## config.mk

```make
export PLATFORM = sky130hd
export DESIGN_NAME = eth_rx_hdr_parser_flat
export DESIGN_NICKNAME = d
export VERILOG_FILES = /design/src/rtl/eth_rx_hdr_parser_if.sv /design/src/rtl/eth_rx_hdr_parser.sv /design/src/flat_wrapper.sv
export SDC_FILE = /design/constraint.sdc
export NUM_CORES = 1
export LEC_CHECK = 0
export ABC_AREA = 1
export CORE_MARGIN = 3
export CORE_UTILIZATION = 48
export CTS_CLUSTER_SIZE = 24
export DETAILED_ROUTE_END_ITERATION = 8
export GPL_TIMING_DRIVEN = 1
export PLACE_DENSITY = 0.83
export SYNTH_ARGS = -nofsm -noshare
export SYNTH_HDL_FRONTEND = slang
export SYNTH_SLANG_ARGS = --single-unit
```

## constraint.sdc

```tcl
create_clock -name clk -period 1.7 [get_ports clk]
set_input_delay 0.17 -clock clk [delete_from_list [all_inputs] [get_ports clk]]
set_output_delay 0.17 -clock clk [all_outputs]
set_load 0.02 [all_outputs]
```

## src/rtl/eth_rx_hdr_parser_if.sv

```systemverilog
// Bundles the RX input stream, the header port and the payload output stream
// of the Ethernet RX header parser.
// slave  : the parser's view (consumes the RX stream, produces header/payload).
// master : the environment's view (MAC side plus header/payload consumers).
interface eth_rx_hdr_parser_if;
  // RX stream from the MAC
  logic [7:0]  s_rx_axis_tdata;
  logic        s_rx_axis_tvalid;
  logic        s_rx_axis_tlast;
  logic        s_rx_axis_tuser;
  logic        s_rx_axis_trdy;
  // Header port
  logic        m_hdr_valid;
  logic        m_hdr_rdy;
  logic [47:0] m_hdr_dest_mac;
  logic [47:0] m_hdr_src_mac;
  logic [15:0] m_hdr_eth_type;
  // Payload stream
  logic [7:0]  m_pay_axis_tdata;
  logic        m_pay_axis_tvalid;
  logic        m_pay_axis_tlast;
  logic        m_pay_axis_tuser;
  logic        m_pay_axis_trdy;

  modport slave (
    input  s_rx_axis_tdata, s_rx_axis_tvalid, s_rx_axis_tlast, s_rx_axis_tuser,
    output s_rx_axis_trdy,
    output m_hdr_valid, m_hdr_dest_mac, m_hdr_src_mac, m_hdr_eth_type,
    input  m_hdr_rdy,
    output m_pay_axis_tdata, m_pay_axis_tvalid, m_pay_axis_tlast, m_pay_axis_tuser,
    input  m_pay_axis_trdy
  );

  modport master (
    output s_rx_axis_tdata, s_rx_axis_tvalid, s_rx_axis_tlast, s_rx_axis_tuser,
    input  s_rx_axis_trdy,
    input  m_hdr_valid, m_hdr_dest_mac, m_hdr_src_mac, m_hdr_eth_type,
    output m_hdr_rdy,
    input  m_pay_axis_tdata, m_pay_axis_tvalid, m_pay_axis_tlast, m_pay_axis_tuser,
    output m_pay_axis_trdy
  );
endinterface

```

## src/rtl/eth_rx_hdr_parser.sv

```systemverilog
// Ethernet RX header parser.
// Strips the 14-byte Ethernet header off each frame from the RX MAC, presents
// it on a valid/ready header port, and forwards the remaining bytes on an
// 8-bit stream through a one-stage output register. Runt frames and frames
// flagged bad inside the header are discarded and counted.
module eth_rx_hdr_parser #(
  parameter int DATA_WIDTH = 8,
  parameter int HDR_BYTES  = 14,
  parameter int CNT_WIDTH  = 16
) (
  input  logic                 clk,
  input  logic                 reset,
  eth_rx_hdr_parser_if.slave   bus,
  output logic [CNT_WIDTH-1:0] stat_frames_ok,
  output logic [CNT_WIDTH-1:0] stat_frames_drop
);

  // Bytes 0..HDR_BYTES-2 are held in the capture register; the final header
  // byte is taken straight from the input bus when the header is loaded.
  localparam int         CAP_W    = (HDR_BYTES - 1) * DATA_WIDTH;
  localparam logic [3:0] HDR_LAST = 4'(HDR_BYTES - 1);

  typedef enum logic [1:0] {
    ST_HDR     = 2'd0,
    ST_PAYLOAD = 2'd1,
    ST_DROP    = 2'd2
  } state_e;

  // Saturating increment for the statistics counters.
  function automatic logic [CNT_WIDTH-1:0] sat_inc(input logic [CNT_WIDTH-1:0] v);
    if (v == {CNT_WIDTH{1'b1}}) begin
      sat_inc = v;
    end else begin
      sat_inc = v + {{(CNT_WIDTH-1){1'b0}}, 1'b1};
    end
  endfunction

  state_e               state_q,     state_d;
  logic [3:0]           hdr_cnt_q,   hdr_cnt_d;
  logic [CAP_W-1:0]     cap_q,       cap_d;
  logic                 hdr_valid_q, hdr_valid_d;
  logic [47:0]          dest_q,      dest_d;
  logic [47:0]          src_q,       src_d;
  logic [15:0]          type_q,      type_d;
  logic                 pay_valid_q, pay_valid_d;
  logic [7:0]           pay_data_q,  pay_data_d;
  logic                 pay_last_q,  pay_last_d;
  logic                 pay_user_q,  pay_user_d;
  logic [CNT_WIDTH-1:0] ok_q,        ok_d;
  logic [CNT_WIDTH-1:0] drop_q,      drop_d;

  logic rx_trdy_s;
  logic rx_accept_s;
  logic hdr_load_s;
  logic pay_load_s;

  // Input ready: in the header phase only the final header byte can stall,
  // waiting for the previous header to leave; payload follows the output
  // register; dropped frames are always drained at full rate.
  always_comb begin
    rx_trdy_s = 1'b0;
    case (state_q)
      ST_HDR: begin
        if (hdr_cnt_q < HDR_LAST) begin
          rx_trdy_s = 1'b1;
        end else begin
          rx_trdy_s = !hdr_valid_q || bus.m_hdr_rdy;
        end
      end
      ST_PAYLOAD: rx_trdy_s = !pay_valid_q || bus.m_pay_axis_trdy;
      ST_DROP:    rx_trdy_s = 1'b1;
      default:    rx_trdy_s = 1'b0;
    endcase
  end

  assign rx_accept_s = bus.s_rx_axis_tvalid && rx_trdy_s;

  // Frame FSM next state, header capture, payload register and counters.
  always_comb begin
    state_d     = state_q;
    hdr_cnt_d   = hdr_cnt_q;
    cap_d       = cap_q;
    dest_d      = dest_q;
    src_d       = src_q;
    type_d      = type_q;
    pay_data_d  = pay_data_q;
    pay_last_d  = pay_last_q;
    pay_user_d  = pay_user_q;
    ok_d        = ok_q;
    drop_d      = drop_q;
    hdr_load_s  = 1'b0;
    pay_load_s  = 1'b0;

    case (state_q)
      ST_HDR: begin
        if (rx_accept_s) begin
          cap_d = {cap_q[CAP_W-DATA_WIDTH-1:0], bus.s_rx_axis_tdata};
          if (bus.s_rx_axis_tlast) begin
            // Frame ended inside the header (error flag or not): runt.
            drop_d    = sat_inc(drop_q);
            hdr_cnt_d = 4'd0;
          end else if (bus.s_rx_axis_tuser) begin
            state_d   = ST_DROP;
            hdr_cnt_d = 4'd0;
          end else if (hdr_cnt_q == HDR_LAST) begin
            hdr_load_s = 1'b1;
            {dest_d, src_d, type_d} = {cap_q, bus.s_rx_axis_tdata};
            ok_d      = sat_inc(ok_q);
            state_d   = ST_PAYLOAD;
            hdr_cnt_d = 4'd0;
          end else begin
            hdr_cnt_d = hdr_cnt_q + 4'd1;
          end
        end else begin
          hdr_cnt_d = hdr_cnt_q;
        end
      end
      ST_PAYLOAD: begin
        if (rx_accept_s) begin
          pay_load_s = 1'b1;
          pay_data_d = bus.s_rx_axis_tdata;
          pay_last_d = bus.s_rx_axis_tlast;
          pay_user_d = bus.s_rx_axis_tuser;
          if (bus.s_rx_axis_tlast) begin
            state_d   = ST_HDR;
            hdr_cnt_d = 4'd0;
          end else begin
            state_d   = ST_PAYLOAD;
          end
        end else begin
          state_d = ST_PAYLOAD;
        end
      end
      ST_DROP: begin
        if (rx_accept_s && bus.s_rx_axis_tlast) begin
          drop_d    = sat_inc(drop_q);
          state_d   = ST_HDR;
          hdr_cnt_d = 4'd0;
        end else begin
          state_d = ST_DROP;
        end
      end
      default: begin
        state_d   = ST_HDR;
        hdr_cnt_d = 4'd0;
      end
    endcase

    // A new header load takes priority over acceptance of the old one.
    if (hdr_load_s) begin
      hdr_valid_d = 1'b1;
    end else if (hdr_valid_q && bus.m_hdr_rdy) begin
      hdr_valid_d = 1'b0;
    end else begin
      hdr_valid_d = hdr_valid_q;
    end

    // Payload register: load beats over hold, hold while stalled.
    if (pay_load_s) begin
      pay_valid_d = 1'b1;
    end else if (pay_valid_q && bus.m_pay_axis_trdy) begin
      pay_valid_d = 1'b0;
    end else begin
      pay_valid_d = pay_valid_q;
    end
  end

  // State and datapath registers with synchronous reset.
  always_ff @(posedge clk) begin
    if (reset) begin
      state_q     <= ST_HDR;
      hdr_cnt_q   <= 4'd0;
      cap_q       <= {CAP_W{1'b0}};
      hdr_valid_q <= 1'b0;
      dest_q      <= 48'd0;
      src_q       <= 48'd0;
      type_q      <= 16'd0;
      pay_valid_q <= 1'b0;
      pay_data_q  <= 8'd0;
      pay_last_q  <= 1'b0;
      pay_user_q  <= 1'b0;
      ok_q        <= {CNT_WIDTH{1'b0}};
      drop_q      <= {CNT_WIDTH{1'b0}};
    end else begin
      state_q     <= state_d;
      hdr_cnt_q   <= hdr_cnt_d;
      cap_q       <= cap_d;
      hdr_valid_q <= hdr_valid_d;
      dest_q      <= dest_d;
      src_q       <= src_d;
      type_q      <= type_d;
      pay_valid_q <= pay_valid_d;
      pay_data_q  <= pay_data_d;
      pay_last_q  <= pay_last_d;
      pay_user_q  <= pay_user_d;
      ok_q        <= ok_d;
      drop_q      <= drop_d;
    end
  end

  assign bus.s_rx_axis_trdy    = rx_trdy_s;
  assign bus.m_hdr_valid       = hdr_valid_q;
  assign bus.m_hdr_dest_mac    = dest_q;
  assign bus.m_hdr_src_mac     = src_q;
  assign bus.m_hdr_eth_type    = type_q;
  assign bus.m_pay_axis_tdata  = pay_data_q;
  assign bus.m_pay_axis_tvalid = pay_valid_q;
  assign bus.m_pay_axis_tlast  = pay_last_q;
  assign bus.m_pay_axis_tuser  = pay_user_q;
  assign stat_frames_ok        = ok_q;
  assign stat_frames_drop      = drop_q;

endmodule

```

## src/flat_wrapper.sv

```systemverilog
// flat-port wrapper written by rule: the top's interface ports become plain ports
module eth_rx_hdr_parser_flat 
#(
  parameter int DATA_WIDTH = 8,
  parameter int HDR_BYTES  = 14,
  parameter int CNT_WIDTH  = 16
)
  (clk, reset, stat_frames_ok, stat_frames_drop, bus_s_rx_axis_tdata, bus_s_rx_axis_tvalid, bus_s_rx_axis_tlast, bus_s_rx_axis_tuser, bus_s_rx_axis_trdy, bus_m_hdr_valid, bus_m_hdr_dest_mac, bus_m_hdr_src_mac, bus_m_hdr_eth_type, bus_m_hdr_rdy, bus_m_pay_axis_tdata, bus_m_pay_axis_tvalid, bus_m_pay_axis_tlast, bus_m_pay_axis_tuser, bus_m_pay_axis_trdy);
  eth_rx_hdr_parser_if bus_i ();
  input  logic clk;
  input  logic reset;
  output logic [CNT_WIDTH-1:0] stat_frames_ok;
  output logic [CNT_WIDTH-1:0] stat_frames_drop;
  input wire logic [$bits(bus_i.s_rx_axis_tdata)-1:0] bus_s_rx_axis_tdata;
  input wire logic [$bits(bus_i.s_rx_axis_tvalid)-1:0] bus_s_rx_axis_tvalid;
  input wire logic [$bits(bus_i.s_rx_axis_tlast)-1:0] bus_s_rx_axis_tlast;
  input wire logic [$bits(bus_i.s_rx_axis_tuser)-1:0] bus_s_rx_axis_tuser;
  output wire logic [$bits(bus_i.s_rx_axis_trdy)-1:0] bus_s_rx_axis_trdy;
  output wire logic [$bits(bus_i.m_hdr_valid)-1:0] bus_m_hdr_valid;
  output wire logic [$bits(bus_i.m_hdr_dest_mac)-1:0] bus_m_hdr_dest_mac;
  output wire logic [$bits(bus_i.m_hdr_src_mac)-1:0] bus_m_hdr_src_mac;
  output wire logic [$bits(bus_i.m_hdr_eth_type)-1:0] bus_m_hdr_eth_type;
  input wire logic [$bits(bus_i.m_hdr_rdy)-1:0] bus_m_hdr_rdy;
  output wire logic [$bits(bus_i.m_pay_axis_tdata)-1:0] bus_m_pay_axis_tdata;
  output wire logic [$bits(bus_i.m_pay_axis_tvalid)-1:0] bus_m_pay_axis_tvalid;
  output wire logic [$bits(bus_i.m_pay_axis_tlast)-1:0] bus_m_pay_axis_tlast;
  output wire logic [$bits(bus_i.m_pay_axis_tuser)-1:0] bus_m_pay_axis_tuser;
  input wire logic [$bits(bus_i.m_pay_axis_trdy)-1:0] bus_m_pay_axis_trdy;
  assign bus_i.s_rx_axis_tdata = bus_s_rx_axis_tdata;
  assign bus_i.s_rx_axis_tvalid = bus_s_rx_axis_tvalid;
  assign bus_i.s_rx_axis_tlast = bus_s_rx_axis_tlast;
  assign bus_i.s_rx_axis_tuser = bus_s_rx_axis_tuser;
  assign bus_s_rx_axis_trdy = bus_i.s_rx_axis_trdy;
  assign bus_m_hdr_valid = bus_i.m_hdr_valid;
  assign bus_m_hdr_dest_mac = bus_i.m_hdr_dest_mac;
  assign bus_m_hdr_src_mac = bus_i.m_hdr_src_mac;
  assign bus_m_hdr_eth_type = bus_i.m_hdr_eth_type;
  assign bus_i.m_hdr_rdy = bus_m_hdr_rdy;
  assign bus_m_pay_axis_tdata = bus_i.m_pay_axis_tdata;
  assign bus_m_pay_axis_tvalid = bus_i.m_pay_axis_tvalid;
  assign bus_m_pay_axis_tlast = bus_i.m_pay_axis_tlast;
  assign bus_m_pay_axis_tuser = bus_i.m_pay_axis_tuser;
  assign bus_i.m_pay_axis_trdy = bus_m_pay_axis_trdy;
  eth_rx_hdr_parser #(.DATA_WIDTH(DATA_WIDTH), .HDR_BYTES(HDR_BYTES), .CNT_WIDTH(CNT_WIDTH)) u_core (.clk(clk), .reset(reset), .bus(bus_i), .stat_frames_ok(stat_frames_ok), .stat_frames_drop(stat_frames_drop));
endmodule
```

==> key figures, run 1 <==
Pwr
  • Flop pwr share: roughly 47%
  • VDD IR-drop max: 0.855 mV
  • Sw Pwr: 3.50 mW
  • Pwr dens: 937 mW/mm²
  • Leak Pwr: 6.53 nW
  • Clock power frac: 41.7%
  • Sw Share: 24.8%
  • Logic pwr share: between 10% and 20%
  • Pint: between 10 and 15 mW
  • Total power: approximately 14 mW

GRT
  • Total gr overflow: 0
  • GR Util All Layers: 23.5%
  • Met2 global-route usage: 40.3%
  • Met3 Use GR: 3.80%
  • Grt met1 use: 31.2%
  • GR peak layer: met2
  • Initial antenna violation count: 0
  • Global-route wire length before repair: 44.7 mm
  • Largest net degree at the start of global routing: 64
  • Vias in the first global route: approximately 9100

STA
  • Final critical-path required period: 1.82 ns
  • Setup slack after layout: -0.119 ns
  • Fin crit share: 107%
  • Unrepaired setup endpoints after global routing: yes
  • Fmax: about 550 MHz
  • Final Skew: 0.00905 ns
  • Slew @ Worst Pin: about 0.43 ns
  • Setup Viol. Count Final: 63
  • Max-Slew Margin vs Limit: between 70% and 80%
  • Hold_ws: 0.337 ns
  • Slew Limit Fails: 0
  • Fin. Hold Viols: 0

Yosys
  • Post-synthesis mux area share: 0%
  • Cells after Synth: between 1000 and 1500
  • Largest family of logic cells by synthesized area: compound AO/OA/AOI/OAI gates
  • EDFF count, synth: 0
  • Cell Area, Synth: just over 0.01 mm²
  • Sequential area share after synthesis: 52.6%
  • Leading area contributor after synthesis: dfxtp_1
  • Netlist cell types: 33
  • Post-synthesis adder-cell area fraction: 0.247%
  • Synth top area cells: dfxtp_1, a21oi_1, o21ai_1
  • Simple-gate share of the synthesized area: 12.2%
  • Synth Flop Type: dfxtp_1
  • Synth warn: 0
  • Yosys reg bits: 266
  • Syn Nets: 1272
  • Share of the synthesized area in the top cell type: between 50 and 60%
  • Synth Area in XOR/XNOR: 2.16%
  • Ys async rst share: 0%
  • Synth Area in Compound Gates: 23.3%
  • Syn Area/Cell: 8.07 µm²

Worst setup path
  • Worst Setup End Kind: register
  • Crit Path Class: register to register
  • Critical Path Start: u_core.state_q[0]
  • Critical path peak fanout: 11
  • Arrival time at the worst endpoint: 2.26 ns
  • Startpoint class of the critical path: register
  • Reg2Reg Launch Point: u_core.state_q[0]
  • Worst Path Required: between 2 and 2.5 ns

Drt
  • Drt total wl: 32.8 mm
  • Pre-Repair DR Iteration Count: 7
  • Drt wl/cell: between 15 and 20 µm
  • Drt drc: 0
  • Initial DRC count: 639
  • Vias: 10002
  • Post-route antenna net violation count: 0
  • Vias per inst: 5.61

Finish
  • Area Growth Syn to Fin: 48.9%
  • Nets: 1513
  • Final Non-Filler Cells: 1782
  • Antenna cells: 0
  • Share of cells above drive strength 1: a little under a quarter

Place
  • Port Buffers: 171
  • RePlAce Congestion: 0.924
  • Placed wire-length estimate: around 18 mm
  • Placed insts: 1688

Clock tree
  • Clk pin slew, worst setup/hold paths: 0.06 ns
  • CTS sink cnt: between 200 and 300
  • CTS Hold Buffers Added: 0
  • Root Driver: clkbuf_16
  • CTS Buf Count: 27
  • H-tree levels: 1
  • Worst skew pair latency: roughly 0.52 ns
  • CTS tree: done
  • Clock Path Buffers: 3

Floorplan
  • Top Ports: 172
  • Die height: 151 µm
  • Starting Density: between 40 and 50%
  • Core area: between 0.02 and 0.025 mm²
  • Die X: 151 µm
  • Die area: between 0.02 and 0.025 mm²
  • # rows: 52

Run status
  • Violated checks: setup timing
  • Status: finished with violations

Worst hold path
  • Hold_sp: bus_s_rx_axis_tdata[3]
  • Worst hold path class: input pin to register

Flow run
  • Max Cap Violations: 0
-- cells in the mapped netlist, types with 2 or more instances --
library cell,number
nor2_4,2
nand2_1,98
nand4_1,4
o21ai_1,127
o21ai_0,108
nor2_1,126
nand2_2,2
nand2_4,2
buf_4,8
buf_6,12
xor2_1,18
dfxtp_1,266
nand3b_1,2
inv_1,126
a21oi_2,9
nand3_1,34
xnor2_1,7
inv_2,5
nor3_1,12
clkbuf_1,34
ha_1,2
a21oi_1,213
buf_2,28
-- path summary, 6_finish.rpt --
path,endpoint,slack (ns),depth (start not counted)
setup reg to reg,u_core.bus.m_hdr_dest_mac[29],-0.12,11
hold reg to reg,u_core.bus.m_pay_axis_tdata[2],0.45,2
hold / removal,u_core.bus.m_hdr_eth_type[3],0.34,3
setup / recovery,u_core.bus.m_hdr_dest_mac[29],-0.12,11
-- per-stage QoR --
stage	utilization, %	worst slack, ns	instance area (µm²)	setup TNS [ns]
6_report	73.6	-0.119	15100	-2.11
3_5_place_dp	60.8	-0.296	12500	-50.78
3_3_place_gp	60.8	-0.234	12500	-41.17
5_1_grt	73.6	-0.184	15100	-14.04
4_1_cts	66.6	-0.0507	13700	-0.460
2_1_floorplan	-	0.00324	10100	0
-- registers in the layout, indices dropped and copies added, names as in the netlist --
register	count
u_core.stat_frames_drop	16
u_core.bus.m_hdr_eth_type	16
u_core.bus.m_pay_axis_tlast	1
u_core.state_q	2
u_core.hdr_cnt_q	4
u_core.bus.m_hdr_dest_mac	48
u_core.stat_frames_ok	16
u_core.bus.m_pay_axis_tuser	1
u_core.bus.m_hdr_valid	1
u_core.bus.m_pay_axis_tdata	8
u_core.cap_q	104
u_core.bus.m_hdr_src_mac	48
u_core.bus.m_pay_axis_tvalid	1
-- power by group through the flow --
stage	Sequential (mW)	Combinational (mW)	Clock, mW
floorplan	6.72	0.628	0
global placement	6.74	0.943	0
detailed placement	6.74	0.971	0
CTS	6.61	1.11	5.92
global route	6.68	1.69	6.20
finish	6.66	1.58	5.90
-- logic make-up after synthesis --
| logic type | Yosys count |
|---|---|
| AO/OA/AOI/OAI | 461 |
| AND/OR/NAND/NOR | 286 |
| flip-flops | 266 |
| buffers and inverters | 215 |
| XOR/XNOR | 25 |
| adder cells (fa/ha/maj) | 2 |
-- layer usage --
layer  wire (µm)  up-vias
met4         974        0
met5           0        -
met2       16300      519
met1       12800     4752
met3        2710       96
li1            -     4635
-- repair_timing --
action	CTS	global route
pin swaps	4	50
buffers inserted	11	11
cloned	6	21
setup endpoints to repair	64	262
resized for setup	65	273
-- area by class of cell --
cell class	instances	area [µm²]
Clock buffer	37	773
Clock inverter	8	95.1
Fill cell	1347	5410
Inverter	131	519
Multi-Input combinational cell	774	4440
Sequential cell	266	5340
Tap cell	270	338
Timing Repair Buffer	296	3570
-- critical path: stages (launching register included) --
cell     delay [ns]
dfxtp_2        0.37
inv_4          0.06
nand2_4        0.07
nor2_4         0.04
nand2_2        0.09
nand3_4        0.09
buf_12         0.16
nor2_8         0.14
buf_4          0.21
buf_4          0.19
o21ai_0        0.14
a21oi_1        0.18
-- cell usage in the layout, fill, tap and decap left out, types with 4 or more instances in the layout --
cell type and instances:
a21oi_1 161, a21oi_2 56, a21oi_4 6, buf_12 23
buf_16 7, buf_4 58, buf_6 7, buf_8 11
clkbuf_1 4, clkbuf_16 45, clkbuf_8 6, clkdlybuf4s50_1 97
clkinv_2 4, dfxtp_1 257, dfxtp_2 7, dlygate4sd2_1 36
dlymetal6s2s_1 37, inv_1 124, inv_4 4, nand2_1 95
nand2_2 4, nand3_1 34, nand4_1 4, nor2_1 98
nor2_2 25, nor2_4 5, nor3_1 10, o21ai_0 69
o21ai_1 108, o21ai_2 57, xnor2_1 7, xor2_1 18
(Power assumes the default switching activity.)
==> run 2, diff against run 1 <==
--- a/config.mk
+++ b/config.mk
@@ -7,11 +7,11 @@
 export LEC_CHECK = 0
 export ABC_AREA = 1
 export CORE_MARGIN = 3
-export CORE_UTILIZATION = 48
+export CORE_UTILIZATION = 57
 export CTS_CLUSTER_SIZE = 24
 export DETAILED_ROUTE_END_ITERATION = 8
 export GPL_TIMING_DRIVEN = 1
-export PLACE_DENSITY = 0.83
+export PLACE_DENSITY = 0.92
 export SYNTH_ARGS = -nofsm -noshare
 export SYNTH_HDL_FRONTEND = slang
 export SYNTH_SLANG_ARGS = --single-unit
==> constraint.sdc (replaced) <==
create_clock -name clk -period 2.4 [get_ports clk]
set_input_delay 0.24 -clock clk [delete_from_list [all_inputs] [get_ports clk]]
set_output_delay 0.24 -clock clk [all_outputs]
set_load 0.02 [all_outputs]
==> key figures, run 2 (synthesized netlist as in run 1, its figures left out) <==
Drt
  • Vias per inst: 5.47 (-2.5%)
  • Post-route antenna net violation count: 0 (unchanged)
  • Pre-Repair DR Iteration Count: 5 (-2)
  • Metal3 WL: 1.80 mm (-33%)
  • DRT met1 WL: 10.9 mm (-15%)
  • Vias: 8956 (-10%)
  • Top Layer Used: met4
  • Initial DRC count: 709 (+11%)
  • Routed met2 length: 12.0 mm (-27%)
  • Drt drc: 0 (unchanged)
  • Drt wl/cell: 15.4 µm (-16%)
  • Drt total wl: 25.3 mm (-23%)

Floorplan
  • Die area: 0.0194 mm² (-15%)
  • Top Ports: 172 (unchanged)
  • Die height: 139 µm (-7.9%)
  • # rows: 48 (-7.7%)
  • Starting Density: 58.3% (+8.9 points)
  • Die X: 139 µm (-7.9%)
  • Core area: 0.0174 mm² (-15%)

Clock tree
  • Worst skew pair latency: 0.52 ns (about the same)
  • CTS Hold Buffers Added: 0 (unchanged)
  • PostCTS Resize Cnt: 0 (-100%)
  • H-tree levels: 1 (unchanged)
  • CTS tree: done
  • CTS sink cnt: 266 (unchanged)
  • Clk pin slew, worst setup/hold paths: 0.06 ns (about the same)
  • CTS Buf Count: 26 (-3.7%)
  • Root Driver: clkbuf_16
  • Post-CTS Setup Bufs: 0 (-11)
  • Clock Path Buffers: 3 (unchanged)

STA
  • Max-Slew Margin vs Limit: 66.0% (-4.9 points)
  • Final critical-path required period: 2.28 ns
  • Fmax: 439 MHz
  • Slew Limit Fails: 0 (unchanged)
  • Fin. Hold Viols: 0 (unchanged)
  • Hold_ws: 0.392 ns (+0.0546 ns)
  • Slew @ Worst Pin: 0.509 ns (+0.0769 ns)
  • Fin crit share: 95.0%
  • Unrepaired setup endpoints after global routing: no
  • Final Skew: 0.00799 ns (-0.00106 ns)
  • Setup Viol. Count Final: 0 (-100%)
  • TNS Setup: 0 ns (+2.11 ns)

Worst setup path
  • CP cell instances: inv_2 > nand2_4 > nor2_1 > nand2_2 > and2_1 > clkdlybuf4s50_1
  • Arrival time at the worst endpoint: 2.04 ns (-0.22 ns)
  • Worst Setup End Kind: primary output
  • Critical path peak fanout: 6 (-5)
  • Delay-heaviest family, CP: buffers and inverters
  • Worst Path Required: 2.16 ns (+0.02 ns)
  • Startpoint class of the critical path: register
  • Crit-path max cell delay: 0.61 ns (+0.24 ns)
  • Buf+Inv Stages, Crit Path: 2 (-2)
  • Crit Path Class: register to primary output
  • CP max-delay cell: clkdlybuf4s50_1

GRT
  • Global-route wire length before repair: 41.8 mm (-6.4%)
  • Largest net degree at the start of global routing: 76 (+19%)
  • GR Util All Layers: 25.1% (+1.6 points)
  • Vias in the first global route: 8424 (-7.1%)
  • Initial antenna violation count: 0 (unchanged)
  • Total gr overflow: 0 (unchanged)

Flow run
  • Max Cap Violations: 0 (unchanged)

Finish
  • Final core utilization: 74.4% (+0.81 points)
  • Max FFs per register: 104 (unchanged)
  • Top reg by flops: u_core.cap_q
  • Filler instances: 1229 (-8.8%)
  • Multi-input gate area: 0.00384 mm² (-14%)
  • Commonest cells after routing, fill and taps aside: dfxtp_1, a21oi_1, clkdlybuf4s50_1
  • Nets: 1409 (-6.9%)
  • Most common cell after layout, fill and taps aside: dfxtp_1
  • Share of cells above drive strength 1: 6.38% (-17 points)
  • Area Growth Syn to Fin: 27.5%
  • Antenna cells: 0 (unchanged)
  • Register area: 0.00533 mm² (-0.30%)

Pwr
  • VDD IR-drop max: 0.522 mV (-39%)
  • Pwr dens: 761 mW/mm² (-19%)
  • Leak Pwr: 4.84 nW (-26%)

Place
  • RePlAce Congestion: 0.911 (-1.4%)
  • Placed wire-length estimate: 16.3 mm (-8.0%)
  • Port Buffers: 171 (unchanged)

Run status
  • Status: completed

Worst hold path
  • Worst hold path class: input pin to register
==> run 2: cell count changes in the layout (fill, tap and decap cells not counted), moves of 11 or more <==
cell	before	now
a21oi_1	161	213
a21oi_2	56	9
buf_12	23	11
buf_4	58	11
buf_8	11	0
clkbuf_16	45	27
clkdlybuf4s50_1	97	171
dlygate4sd2_1	36	0
dlymetal6s2s_1	37	0
nor2_1	98	126
nor2_2	25	0
o21ai_0	69	108
o21ai_1	108	127
o21ai_2	57	0
==> run 2: area by class of cell <==
class                   instances  area share, %
flip-flops and latches        266           41.2
multi-input cells             774           29.7
repair buffers                193           15.6
clock buffers                  35           5.78
inverters                     131           3.85
well taps                     225           2.18
clock inverters                12           1.65
==> run 2: path summary, 6_finish.rpt <==
| check | from | end | slack (ns) | cells past startpoint |
|---|---|---|---|---|
| setup / recovery | u_core.state_q[0] | bus_s_rx_axis_trdy | 0.12 | 6 |
| setup reg to reg | u_core.state_q[0] | u_core.cap_q[75] | 0.41 | 10 |
| hold reg to reg | u_core.bus.m_pay_axis_tdata[0] | u_core.bus.m_pay_axis_tdata[0] | 0.45 | 2 |
| hold / removal | bus_s_rx_axis_tdata[4] | u_core.bus.m_hdr_eth_type[4] | 0.39 | 3 |
==> run 2: worst reg2reg max path, cell delays in order (launching register included) <==
cell     delay (ns)
dfxtp_1        0.40
inv_2          0.08
nand2_4        0.12
nor2_1         0.06
nand2_2        0.09
nand3_4        0.15
nor2_4         0.26
buf_12         0.22
buf_12         0.22
o21ai_1        0.13
a21oi_1        0.18
==> run 2: metal layers <==
layer	up-vias	global-route usage (%)
met3	40	4.43
li1	4427	-
met5	-	0
met2	323	41.5
met4	0	7.21
met1	4166	34.1
==> run 2: stage by stage <==
stage / area (µm²) / setup WS [ns] / total power [mW] / cells
2_1_floorplan: 10100 / 0.686 / 5.21 / 1255
3_3_place_gp: 12000 / 0.257 / 5.37 / 1589
3_5_place_dp: 12000 / 0.200 / 5.39 / 1589
4_1_cts: 12900 / 0.137 / 9.86 / 1636
5_1_grt: 12900 / 0.0548 / 10.2 / 1636
6_report: 12900 / 0.120 / 9.83 / 1636
==> run 2: where the power goes <==
| part | switching, mW | internal [mW] |
|---|---|---|
| sequential | 0.0997 | 4.59 |
| clock | 1.69 | 2.82 |
| combinational | 0.413 | 0.217 |
==> run 3, diff against run 2 <==
--- a/config.mk
+++ b/config.mk
@@ -6,7 +6,7 @@
 export NUM_CORES = 1
 export LEC_CHECK = 0
 export ABC_AREA = 1
-export CORE_MARGIN = 3
+export CORE_MARGIN = 4
 export CORE_UTILIZATION = 57
 export CTS_CLUSTER_SIZE = 24
 export DETAILED_ROUTE_END_ITERATION = 8
==> key figures, run 3 (synthesized netlist as in run 1, its figures left out) <==
Pwr
  • VDD IR-drop max: 0.648 mV (+24%)
  • Leak Pwr: 4.84 nW (-0.18%)
  • Pwr dens: 771 mW/mm² (+1.3%)

Drt
  • Drt drc: 0 (unchanged)
  • Pre-Repair DR Iteration Count: 5 (unchanged)
  • Vias: 9035 (+0.88%)
  • Vias per inst: 5.53 (+0.94%)
  • Drt total wl: 25.7 mm (+1.7%)
  • Initial DRC count: 750 (+5.8%)
  • Post-route antenna net violation count: 0 (unchanged)
  • Drt wl/cell: 15.7 µm (+1.8%)

Worst setup path
  • Worst Setup End Kind: primary output
  • Worst Path Required: 2.16 ns (about the same)
  • Crit Path Class: register to primary output
  • FF-to-FF path depth: 8 (-2)
  • Critical R2R Capture: u_core.stat_frames_ok[1]
  • CP endpoint: bus_s_rx_axis_trdy
  • Register-to-register setup slack: 0.43 ns (+0.02 ns)
  • Reg2Reg Launch Point: u_core.stat_frames_ok[0]
  • Startpoint class of the critical path: register
  • Arrival time at the worst endpoint: 2.02 ns (-0.02 ns)
  • Critical path peak fanout: 6 (unchanged)
  • Critical Path Start: u_core.state_q[0]

STA
  • Fmax: 442 MHz (+0.81%)
  • Slew @ Worst Pin: 0.507 ns (-0.00199 ns)
  • Fin. Hold Viols: 0 (unchanged)
  • TNS Setup: 0 ns (unchanged)
  • Final critical-path required period: 2.26 ns (-0.0182 ns)
  • Slew Limit Fails: 0 (unchanged)
  • Setup Viol. Count Final: 0 (unchanged)
  • Fin crit share: 94.2% (-0.76 points)
  • Unrepaired setup endpoints after global routing: no
  • Hold_ws: 0.370 ns (-0.0221 ns)
  • Final Skew: 0.0163 ns (+0.00833 ns)
  • Max-Slew Margin vs Limit: 66.2% (+0.13 points)

Finish
  • Register area: 0.00533 mm² (unchanged)
  • Filler instances: 1195 (-2.8%)
  • Most common cell after layout, fill and taps aside: dfxtp_1
  • Commonest cells after routing, fill and taps aside: dfxtp_1, a21oi_1, clkdlybuf4s50_1
  • Top reg by flops: u_core.cap_q
  • Antenna cells: 0 (unchanged)
  • Nets: 1406 (-0.21%)
  • Area Growth Syn to Fin: 27.1%
  • Fin area: 0.0129 mm² (-0.34%)
  • Max FFs per register: 104 (unchanged)
  • Multi-input gate area: 0.00384 mm² (unchanged)
  • Share of cells above drive strength 1: 6.52% (+0.15 points)

Floorplan
  • Top Ports: 172 (unchanged)
  • Die area: 0.0200 mm² (+2.9%)
  • Starting Density: 58.3% (unchanged)
  • # rows: 48 (unchanged)
  • Die height: 141 µm (+1.4%)
  • Die X: 141 µm (+1.4%)
  • Core area: 0.0174 mm² (unchanged)

Place
  • Port Buffers: 171 (unchanged)
  • RePlAce Congestion: 0.896 (-1.6%)
  • Area after DPL: 0.0119 mm² (-0.67%)
  • Placed wire-length estimate: 16.5 mm (+0.97%)

Flow run
  • Max Cap Violations: 0 (unchanged)

GRT
  • Initial antenna violation count: 0 (unchanged)
  • GR Util All Layers: 24.8% (-0.32 points)
  • Vias in the first global route: 8533 (+1.3%)
  • Total gr overflow: 0 (unchanged)
  • Global-route wire length before repair: 41.9 mm (+0.10%)
  • Largest net degree at the start of global routing: 92 (+21%)

Run status
  • Status: completed

Clock tree
  • CTS sink cnt: 266 (unchanged)
  • Root Driver: clkbuf_16
  • PostCTS Resize Cnt: 0 (unchanged)
  • Post-CTS Setup Bufs: 0 (unchanged)
  • Clock Path Buffers: 3 (unchanged)
  • CTS tree: done
  • CTS Hold Buffers Added: 0 (unchanged)
  • Clk pin slew, worst setup/hold paths: 0.06 ns (about the same)
  • H-tree levels: 1 (unchanged)
  • CTS Buf Count: 27 (+3.8%)
  • Worst skew pair latency: 0.53 ns (about the same)

Worst hold path
  • Worst hold path class: input pin to register
-- run 3: cell type report --
class                      count  area share [%]
timing repair buffer         189            15.0
clock buffer                  33            5.81
tap                          225            2.19
inverter                     131            3.86
clock inverter                17            1.92
sequential                   266            41.4
multi-input combinational    774            29.8
-- run 3: how the worst min path moves through the flow --
| stage | cells after the start | endpoint | start | slack [ns] |
|---|---|---|---|---|
| detailed placement | 2 | u_core.bus.m_pay_axis_tdata[5] | u_core.bus.m_pay_axis_tdata[5] | 0.44 |
| CTS | 3 | u_core.bus.m_hdr_eth_type[2] | bus_s_rx_axis_tdata[2] | 0.36 |
| global placement | 2 | u_core.bus.m_pay_axis_tdata[5] | u_core.bus.m_pay_axis_tdata[5] | 0.43 |
| global route | 3 | u_core.bus.m_hdr_eth_type[2] | bus_s_rx_axis_tdata[2] | 0.37 |
| floorplan | 2 | u_core.cap_q[0] | bus_s_rx_axis_tdata[0] | 0.37 |
| finish | 3 | u_core.bus.m_hdr_eth_type[2] | bus_s_rx_axis_tdata[2] | 0.37 |
-- run 3: critical path: stages (launching register included) --
cell and delay (ns):
dfxtp_1 0.40, inv_2 0.08, nand2_4 0.12, nor2_1 0.06
nand2_2 0.08, and2_1 0.15, clkdlybuf4s50_1 0.60
-- run 3: power breakdown --
| group | switching (mW) | leakage, nW | internal, mW |
|---|---|---|---|
| clock | 1.76 | 0.499 | 2.87 |
| combinational | 0.407 | 2.17 | 0.202 |
| sequential | 0.100 | 2.16 | 4.59 |
-- run 3: routing by layer --
layer | wire, µm | global-route usage (%)
met1 | 10600 | 32.9
met2 | 12400 | 41.6
met3 | 2020 | 4.68
met4 | 654 | 6.94
met5 | 0 | 0
-- run 3: per-stage QoR --
stage / power, mW / worst slack [ns] / util [%] / instances
final: 9.92 / 0.138 / 74.1 / 1635
after global routing: 10.3 / 0.0711 / 74.1 / 1635
after CTS: 9.97 / 0.125 / 74.1 / 1635
after detailed placement: 5.37 / 0.211 / 68.4 / 1585
after global placement: 5.35 / 0.335 / 68.4 / 1585
after floorplan: 5.21 / 0.686 / - / 1255
